===== src/rtl/ysyx_23060332_ifu_pkg.sv =====
// ysyx_23060332_ifu_pkg: shared definitions for the instruction fetch unit.
// Holds the instruction/address bus widths, the FSM state encoding and the
// instruction substituted for a faulting fetch.
package ysyx_23060332_ifu_pkg;

  // Existing core bus widths (InstBus / InstAddrBus).
  localparam int INST_BUS_W      = 32;
  localparam int INST_ADDR_BUS_W = 32;

  // addi x0, x0, 0 -- handed to decode in place of a faulted instruction.
  localparam logic [INST_BUS_W-1:0] IFU_NOP_INST = 32'h0000_0013;

  localparam int IFU_STATE_W = 3;

  // IFU_IDLE..IFU_DRAIN.
  typedef enum logic [IFU_STATE_W-1:0] {
    IFU_IDLE  = 3'd0,
    IFU_REQ   = 3'd1,
    IFU_WAIT  = 3'd2,
    IFU_HOLD  = 3'd3,
    IFU_DRAIN = 3'd4
  } ifu_state_e;

  // A fetch address is misaligned when it is not on a 4-byte boundary.
  function automatic logic ifu_misaligned(input logic [1:0] addr_lo);
    return (addr_lo != 2'b00);
  endfunction

endpackage


===== src/rtl/ysyx_23060332_ifu_if.sv =====
// ysyx_23060332_ifu_if: the IFU's three handshake channels bundled together:
// PC stage -> IFU, IFU <-> instruction memory, IFU -> decode.
// The master modport is the IFU's view; the slave modport is the view of the
// surrounding blocks (PC stage, memory, decode, or a testbench).
interface ysyx_23060332_ifu_if #(
  parameter int ADDR_W = 32,
  parameter int INST_W = 32
);

  // PC stage channel
  logic [ADDR_W-1:0] pc;
  logic              pc_valid;
  logic              pc_ready;
  logic              flush;

  // Instruction memory channel
  logic              imem_req_valid;
  logic              imem_req_ready;
  logic [ADDR_W-1:0] imem_req_addr;
  logic              imem_rsp_valid;
  logic [INST_W-1:0] imem_rsp_data;
  logic              imem_rsp_err;

  // Decode channel
  logic [INST_W-1:0] inst;
  logic [ADDR_W-1:0] inst_addr;
  logic              inst_valid;
  logic              inst_ready;
  logic              fetch_err;

  modport master (
    input  pc, pc_valid, flush,
    input  imem_req_ready, imem_rsp_valid, imem_rsp_data, imem_rsp_err,
    input  inst_ready,
    output pc_ready,
    output imem_req_valid, imem_req_addr,
    output inst, inst_addr, inst_valid, fetch_err
  );

  modport slave (
    output pc, pc_valid, flush,
    output imem_req_ready, imem_rsp_valid, imem_rsp_data, imem_rsp_err,
    output inst_ready,
    input  pc_ready,
    input  imem_req_valid, imem_req_addr,
    input  inst, inst_addr, inst_valid, fetch_err
  );

endinterface


===== src/rtl/ysyx_23060332_ifu.sv =====
// ysyx_23060332_ifu: instruction fetch unit.
// Takes one fetch address from the PC stage, runs a single request/response
// transaction on the instruction-memory port and holds the result for decode
// under a valid/ready handshake. At most one fetch is ever outstanding; flush
// abandons the fetch, draining a response that is already owed by memory.
//
// Build option: define YSYX_23060332_IFU_MISALIGN_CHK_EN to reject fetch
// addresses that are not word aligned. Such a fetch issues no memory request
// and goes straight to decode as a faulted NOP one cycle after acceptance.
// Without the macro the low address bits are simply masked on the memory
// request while decode still sees the address as supplied.
module ysyx_23060332_ifu
  import ysyx_23060332_ifu_pkg::*;
#(
  parameter int                ADDR_W   = INST_ADDR_BUS_W,
  parameter int                INST_W   = INST_BUS_W,
  parameter logic [INST_W-1:0] NOP_INST = IFU_NOP_INST
) (
  input  logic                clk,
  input  logic                rst,
  ysyx_23060332_ifu_if.master bus
);

  // FSM state and the fetch context it carries
  ifu_state_e        state_r;
  ifu_state_e        state_s;
  logic [ADDR_W-1:0] addr_r;
  logic [ADDR_W-1:0] addr_s;
  logic [INST_W-1:0] inst_buf_r;
  logic [INST_W-1:0] inst_buf_s;
  logic              err_r;
  logic              err_s;

  // Output registers, loaded from the next-state values so every port is a
  // flop output and nothing reaches a port combinationally from an input.
  logic              pc_ready_r;
  logic              req_valid_r;
  logic [ADDR_W-1:0] req_addr_r;
  logic              inst_valid_r;
  logic [INST_W-1:0] inst_out_r;
  logic              fetch_err_r;

  // Next-state and capture decisions; flush outranks every other event.
  always_comb begin
    state_s    = state_r;
    addr_s     = addr_r;
    inst_buf_s = inst_buf_r;
    err_s      = err_r;

    case (state_r)
      IFU_IDLE: begin
        if (bus.pc_valid && !bus.flush) begin
          addr_s = bus.pc;
`ifdef YSYX_23060332_IFU_MISALIGN_CHK_EN
          if (ifu_misaligned(bus.pc[1:0])) begin
            // No bus traffic for a misaligned fetch: report it as a fault.
            state_s = IFU_HOLD;
            err_s   = 1'b1;
          end else begin
            state_s = IFU_REQ;
          end
`else
          state_s = IFU_REQ;
`endif
        end else begin
          state_s = IFU_IDLE;
        end
      end

      IFU_REQ: begin
        if (bus.flush) begin
          // The request has not been accepted yet, so it can be withdrawn.
          state_s = IFU_IDLE;
        end else if (bus.imem_req_ready) begin
          state_s = IFU_WAIT;
        end else begin
          state_s = IFU_REQ;
        end
      end

      IFU_WAIT: begin
        if (bus.flush) begin
          // A response already on the bus is dropped now; otherwise one is
          // still owed and must be swallowed before the next request.
          if (bus.imem_rsp_valid) begin
            state_s = IFU_IDLE;
          end else begin
            state_s = IFU_DRAIN;
          end
        end else if (bus.imem_rsp_valid) begin
          inst_buf_s = bus.imem_rsp_data;
          err_s      = bus.imem_rsp_err;
          state_s    = IFU_HOLD;
        end else begin
          state_s = IFU_WAIT;
        end
      end

      IFU_DRAIN: begin
        // A flush here changes nothing: the owed response must still arrive.
        if (bus.imem_rsp_valid) begin
          state_s = IFU_IDLE;
        end else begin
          state_s = IFU_DRAIN;
        end
      end

      IFU_HOLD: begin
        if (bus.flush || bus.inst_ready) begin
          state_s = IFU_IDLE;
        end else begin
          state_s = IFU_HOLD;
        end
      end

      default: begin
        state_s = IFU_IDLE;
      end
    endcase
  end

  // FSM state and fetch context registers.
  always_ff @(posedge clk or posedge rst) begin
    if (rst) begin
      state_r    <= IFU_IDLE;
      addr_r     <= {ADDR_W{1'b0}};
      inst_buf_r <= NOP_INST;
      err_r      <= 1'b0;
    end else begin
      state_r    <= state_s;
      addr_r     <= addr_s;
      inst_buf_r <= inst_buf_s;
      err_r      <= err_s;
    end
  end

  // Port registers, decoded from the state being entered.
  always_ff @(posedge clk or posedge rst) begin
    if (rst) begin
      pc_ready_r   <= 1'b1;
      req_valid_r  <= 1'b0;
      req_addr_r   <= {ADDR_W{1'b0}};
      inst_valid_r <= 1'b0;
      inst_out_r   <= NOP_INST;
      fetch_err_r  <= 1'b0;
    end else begin
      pc_ready_r   <= (state_s == IFU_IDLE);
      req_valid_r  <= (state_s == IFU_REQ);
      req_addr_r   <= {addr_s[ADDR_W-1:2], 2'b00};
      inst_valid_r <= (state_s == IFU_HOLD);
      inst_out_r   <= err_s ? NOP_INST : inst_buf_s;
      fetch_err_r  <= err_s;
    end
  end

  assign bus.pc_ready       = pc_ready_r;
  assign bus.imem_req_valid = req_valid_r;
  assign bus.imem_req_addr  = req_addr_r;
  assign bus.inst_valid     = inst_valid_r;
  assign bus.inst           = inst_out_r;
  assign bus.inst_addr      = addr_r;
  assign bus.fetch_err      = fetch_err_r;

endmodule


===== src/flat_wrapper.sv =====
// flat-port wrapper written by rule: the top's interface ports become plain ports
module ysyx_23060332_ifu_flat import ysyx_23060332_ifu_pkg::*;
#(
  parameter int                ADDR_W   = INST_ADDR_BUS_W,
  parameter int                INST_W   = INST_BUS_W,
  parameter logic [INST_W-1:0] NOP_INST = IFU_NOP_INST
)
  (clk, rst, bus_pc, bus_pc_valid, bus_flush, bus_imem_req_ready, bus_imem_rsp_valid, bus_imem_rsp_data, bus_imem_rsp_err, bus_inst_ready, bus_pc_ready, bus_imem_req_valid, bus_imem_req_addr, bus_inst, bus_inst_addr, bus_inst_valid, bus_fetch_err);
  ysyx_23060332_ifu_if #(.ADDR_W(ADDR_W), .INST_W(INST_W)) bus_i ();
  input  logic clk;
  input  logic rst;
  input wire logic [$bits(bus_i.pc)-1:0] bus_pc;
  input wire logic [$bits(bus_i.pc_valid)-1:0] bus_pc_valid;
  input wire logic [$bits(bus_i.flush)-1:0] bus_flush;
  input wire logic [$bits(bus_i.imem_req_ready)-1:0] bus_imem_req_ready;
  input wire logic [$bits(bus_i.imem_rsp_valid)-1:0] bus_imem_rsp_valid;
  input wire logic [$bits(bus_i.imem_rsp_data)-1:0] bus_imem_rsp_data;
  input wire logic [$bits(bus_i.imem_rsp_err)-1:0] bus_imem_rsp_err;
  input wire logic [$bits(bus_i.inst_ready)-1:0] bus_inst_ready;
  output wire logic [$bits(bus_i.pc_ready)-1:0] bus_pc_ready;
  output wire logic [$bits(bus_i.imem_req_valid)-1:0] bus_imem_req_valid;
  output wire logic [$bits(bus_i.imem_req_addr)-1:0] bus_imem_req_addr;
  output wire logic [$bits(bus_i.inst)-1:0] bus_inst;
  output wire logic [$bits(bus_i.inst_addr)-1:0] bus_inst_addr;
  output wire logic [$bits(bus_i.inst_valid)-1:0] bus_inst_valid;
  output wire logic [$bits(bus_i.fetch_err)-1:0] bus_fetch_err;
  assign bus_i.pc = bus_pc;
  assign bus_i.pc_valid = bus_pc_valid;
  assign bus_i.flush = bus_flush;
  assign bus_i.imem_req_ready = bus_imem_req_ready;
  assign bus_i.imem_rsp_valid = bus_imem_rsp_valid;
  assign bus_i.imem_rsp_data = bus_imem_rsp_data;
  assign bus_i.imem_rsp_err = bus_imem_rsp_err;
  assign bus_i.inst_ready = bus_inst_ready;
  assign bus_pc_ready = bus_i.pc_ready;
  assign bus_imem_req_valid = bus_i.imem_req_valid;
  assign bus_imem_req_addr = bus_i.imem_req_addr;
  assign bus_inst = bus_i.inst;
  assign bus_inst_addr = bus_i.inst_addr;
  assign bus_inst_valid = bus_i.inst_valid;
  assign bus_fetch_err = bus_i.fetch_err;
  ysyx_23060332_ifu #(.ADDR_W(ADDR_W), .INST_W(INST_W), .NOP_INST(NOP_INST)) u_core (.clk(clk), .rst(rst), .bus(bus_i));
endmodule

===== config.mk =====
export PLATFORM = sky130hd
export DESIGN_NAME = ysyx_23060332_ifu_flat
export DESIGN_NICKNAME = d
export VERILOG_FILES = /design/src/rtl/ysyx_23060332_ifu_pkg.sv /design/src/rtl/ysyx_23060332_ifu_if.sv /design/src/rtl/ysyx_23060332_ifu.sv /design/src/flat_wrapper.sv
export SDC_FILE = /design/constraint.sdc
export NUM_CORES = 1
export LEC_CHECK = 0
export CORE_MARGIN = 3
export CORE_UTILIZATION = 48
export DETAILED_ROUTE_END_ITERATION = 10
export PLACE_DENSITY_LB_ADDON = 0.3
export SETUP_SLACK_MARGIN = 0.05
export SKIP_CTS_REPAIR_TIMING = 1
export SLEW_MARGIN = 20
export SYNTH_ARGS = -nofsm -noshare
export SYNTH_HDL_FRONTEND = slang
export SYNTH_SLANG_ARGS = --single-unit

===== constraint.sdc =====
create_clock -name clk -period 7.55 [get_ports clk]
set_input_delay 0.755 -clock clk [delete_from_list [all_inputs] [get_ports clk]]
set_output_delay 0.755 -clock clk [all_outputs]
set_load 0.02 [all_outputs]

==> parameters.txt <==
Parameter                              Value

Floorplan
  Chip height    105 um
  Die area    11000 um2
  Die outline width    105 um
  Starting density of the core    50.3%
  Count of pins on the block boundary    172
  Std cell rows    35
  Area of the placeable core    9370 um2

Global routing
  Via count of the first global-routing pass    3177
  Remaining Overflow, GRT    0
  Global-route wire length before repair    17.7 mm
  Number of antenna violations at the first check in global routing    0
  Aggregate global-route resource usage    20.1%
  Largest net degree at the start of global routing    70

Final layout
  Most common cell after layout, fill and taps aside    sky130_fd_sc_hd__clkdlybuf4s50_1
  Post-Layout Cell Count    602
  Area Overhead vs Synth    35.9%
  Layout net count    540
  Leading cell types in the layout, fill and taps excluded    sky130_fd_sc_hd__clkdlybuf4s50_1 (169), sky130_fd_sc_hd__dfrtp_1 (96), sky130_fd_sc_hd__mux2_4 (57)
  Final non-filler cell area    6410 um2
  Share of layout cells above drive strength 1    18.6%
  Number of antenna repair diodes    0

Pwr
  Pwr/cell area    337 nW/um2
  Sequential share of power    40.7%
  Cell leakage power    2.69 nW
  Net switching power    0.000724 W
  Max IR drop VDD    0.000156 V
  Internal    0.00143 W
  Logic pwr share    43.4%
  Switching share of power    33.6%
  Clk pwr share    15.9%

Worst setup path
  CP Data Arrival Time    3.22 ns
  Highest fanout seen on the critical path    33
  Critical path data required time    7.78 ns
  Start-to-end type of the worst setup path    in2reg
  Crit path from    bus_flush
  CP Launch Type    input pin
  Kind of end point of the critical path    register
  Length in cells of the worst reg-to-reg path    4
  Source of the worst register-to-register timing path    u_core.state_r[0]$_DFF_PP0_

Synthesis
  Ranking of synthesized cells by area    sky130_fd_sc_hd__dfrtp_1 (51%), sky130_fd_sc_hd__mux2_4 (18%), sky130_fd_sc_hd__nand4b_1 (5.4%), sky130_fd_sc_hd__buf_4 (5.3%), sky130_fd_sc_hd__nand2b_1 (4.0%)
  Post-synthesis simple-gate area fraction    11.7%
  Dominant combinational cell family by area after synthesis    multiplexers
  Post-Synthesis Cell Area    4710 um2
  Area fraction in compound gates after synthesis    4.14%
  Ys flop type    sky130_fd_sc_hd__dfrtp_1
  XOR/XNOR share of the synthesized area    0%
  Area share of the largest cell type after synthesis    51.0%
  Adder-cell share of the synthesized area    0%
  Fraction of synthesis flops using an asynchronous set or reset pin    100%
  YS warnings    0
  Cell type with the highest aggregate area in the netlist    sky130_fd_sc_hd__dfrtp_1
  Flip-flop and latch count after synthesis    103
  Number of instances in the synthesized netlist    339
  Share of synthesized area occupied by flip-flops and latches    54.9%
  Post-Syn Area per Cell    13.9 um2
  Multiplexer share of the synthesized area    20.9%
  Unique cell type count in the Yosys netlist    29
  Count of flip-flops with a built-in enable after synthesis    0

Detailed routing
  DRC Markers    0
  DRT iter0 DRCs    105
  First-pass iteration count of the detailed router    4
  Vias after detailed routing    3082
  Number of routed nets with antenna violations    0
  Vias per cell    5.12
  Post-DR wirelength/cell    18.0 um
  Routed Wire Length    10.8 mm

CTS
  Post-CTS clock slew at the launch and capture registers of the worst setup and hold paths    0.09 ns
  Clock tree from TritonCTS    built
  Clock Tree Buf Depth    2
  Insertion delay to the later sink of the worst-skew pair    0.35 ns
  CTS sink cnt    103
  CTS Root Buffer Type    sky130_fd_sc_hd__clkbuf_8
  Number of buffers created by CTS    9
  CTS H-tree lvls    3

Timing
  Final cycle utilization of the critical path    39.5%
  Final setup fails    0
  Measured slew at the worst slew-check pin    1.06 ns
  Final worst clock skew    0.0145 ns
  Total negative slack    0 ns
  Peak Freq    0.335 GHz
  RSZ-0062 raised after global routing    no
  Slew margin rel.    28.8%
  Final critical delay including setup and external delays    2.98 ns
  Slew Limit Fails    0
  Final hold vios    0

Run
  Maxcap violations    0

Placed design
  Post-detailed-placement cell area    6210 um2
  Placed insts    586
  Half-perimeter wire length after detailed placement    7.49 mm
  Count of input and output buffers    169
  Routability congestion estimate    0.738

Worst hold path
  HP Start    u_core.inst_buf_r[3]$_DFF_PP0_
  WHS Path Cells    1
  Hold/Removal Path Class    reg2reg

Status
  Run status    completed
state kept, by name, indices dropped and copies added, names as in the netlist:
signal and flops:
u_core.bus.imem_req_valid 1, u_core.bus.inst 32, u_core.bus.inst_addr 32, u_core.bus.inst_valid 1, u_core.bus.pc_ready 1, u_core.err_r 1
u_core.inst_buf_r 32, u_core.state_r 3
per-stage QoR:
step / setup slack (ns) / power (W) / hold slack, ns / utilization [%]
finish: 4.57 / 0.00216 / 0.494 / 68.4
floorplan: 4.10 / 0.00144 / 0.459 / -
CTS: 4.58 / 0.00218 / 0.498 / 68.4
global placement: 4.26 / 0.00181 / 0.467 / 66.3
detailed placement: 4.19 / 0.00183 / 0.476 / 66.3
global route: 4.50 / 0.00227 / 0.504 / 68.4
kinds of logic (layout without fill, tap and decap cells):
logic type / Yosys count / count (layout)
AOI/OAI and AO/OA: 35 / 35
and+or+nand+nor: 75 / 75
muxes: 69 / 69
other: 1 / 2
buffers and inverters: 56 / 189
DFF: 103 / 103
path summary, 6_finish.rpt:
path                                                         to  slack, ns
max                        u_core.bus.inst_addr[29]$_DFFE_PP0P_       4.57
min                              u_core.inst_buf_r[3]$_DFF_PP0_       0.49
min in group asynchronous  u_core.bus.inst_addr[11]$_DFFE_PP0P_       0.77
min reg2reg                      u_core.inst_buf_r[3]$_DFF_PP0_       0.49
max in group asynchronous        u_core.inst_buf_r[2]$_DFF_PP0_       5.58
max reg2reg                u_core.bus.inst_addr[29]$_DFFE_PP0P_       5.09
worst max-delay path: stages:
cell and delay (ns):
sky130_fd_sc_hd__clkdlybuf4s50_1 0.52, sky130_fd_sc_hd__nor3_4 0.21, sky130_fd_sc_hd__buf_4 0.37, sky130_fd_sc_hd__and3b_2 0.97, sky130_fd_sc_hd__mux2_1 0.38
layout make-up:
type,count,area (um2)
clock buffer,10,128
clock inverter,6,70.1
fill,712,2960
inverter,1,6.26
multi-input combinational,181,1740
sequential,103,2590
tap,129,161
timing repair buffer,172,1710
power by group through the flow:
| stage | Sequential (W) | Clock [W] | Combinational (W) |
|---|---|---|---|
| detailed placement | 0.000888 | 0 | 0.000944 |
| CTS | 0.000879 | 0.000354 | 0.000948 |
| global placement | 0.000881 | 0 | 0.000925 |
| global route | 0.000905 | 0.000376 | 0.000987 |
| finish | 0.000878 | 0.000343 | 0.000937 |
| floorplan | 0.00101 | 0 | 0.000425 |
Yosys cell counts (4+ instances only):
library cell               count
sky130_fd_sc_hd__buf_2         5
sky130_fd_sc_hd__buf_4        33
sky130_fd_sc_hd__buf_6         7
sky130_fd_sc_hd__clkbuf_1     10
sky130_fd_sc_hd__dfrtp_1      96
sky130_fd_sc_hd__dfstp_2       7
sky130_fd_sc_hd__mux2_1        8
sky130_fd_sc_hd__mux2_4       57
sky130_fd_sc_hd__mux2i_1       4
sky130_fd_sc_hd__nand2b_1     30
sky130_fd_sc_hd__nand4b_1     29
sky130_fd_sc_hd__nor2_1        6
sky130_fd_sc_hd__o21ai_0      10
sky130_fd_sc_hd__o21ai_1      19
metal layers:
metal	part of all wire, %	track usage (%)	up-vias
met5	0	0	-
met4	1.5	5.34	0
met3	4.9	4.63	11
met2	51	33.8	104
met1	42	26.1	1565
li1	-	-	1402
Note: power is estimated with default switching activity, not from simulation.
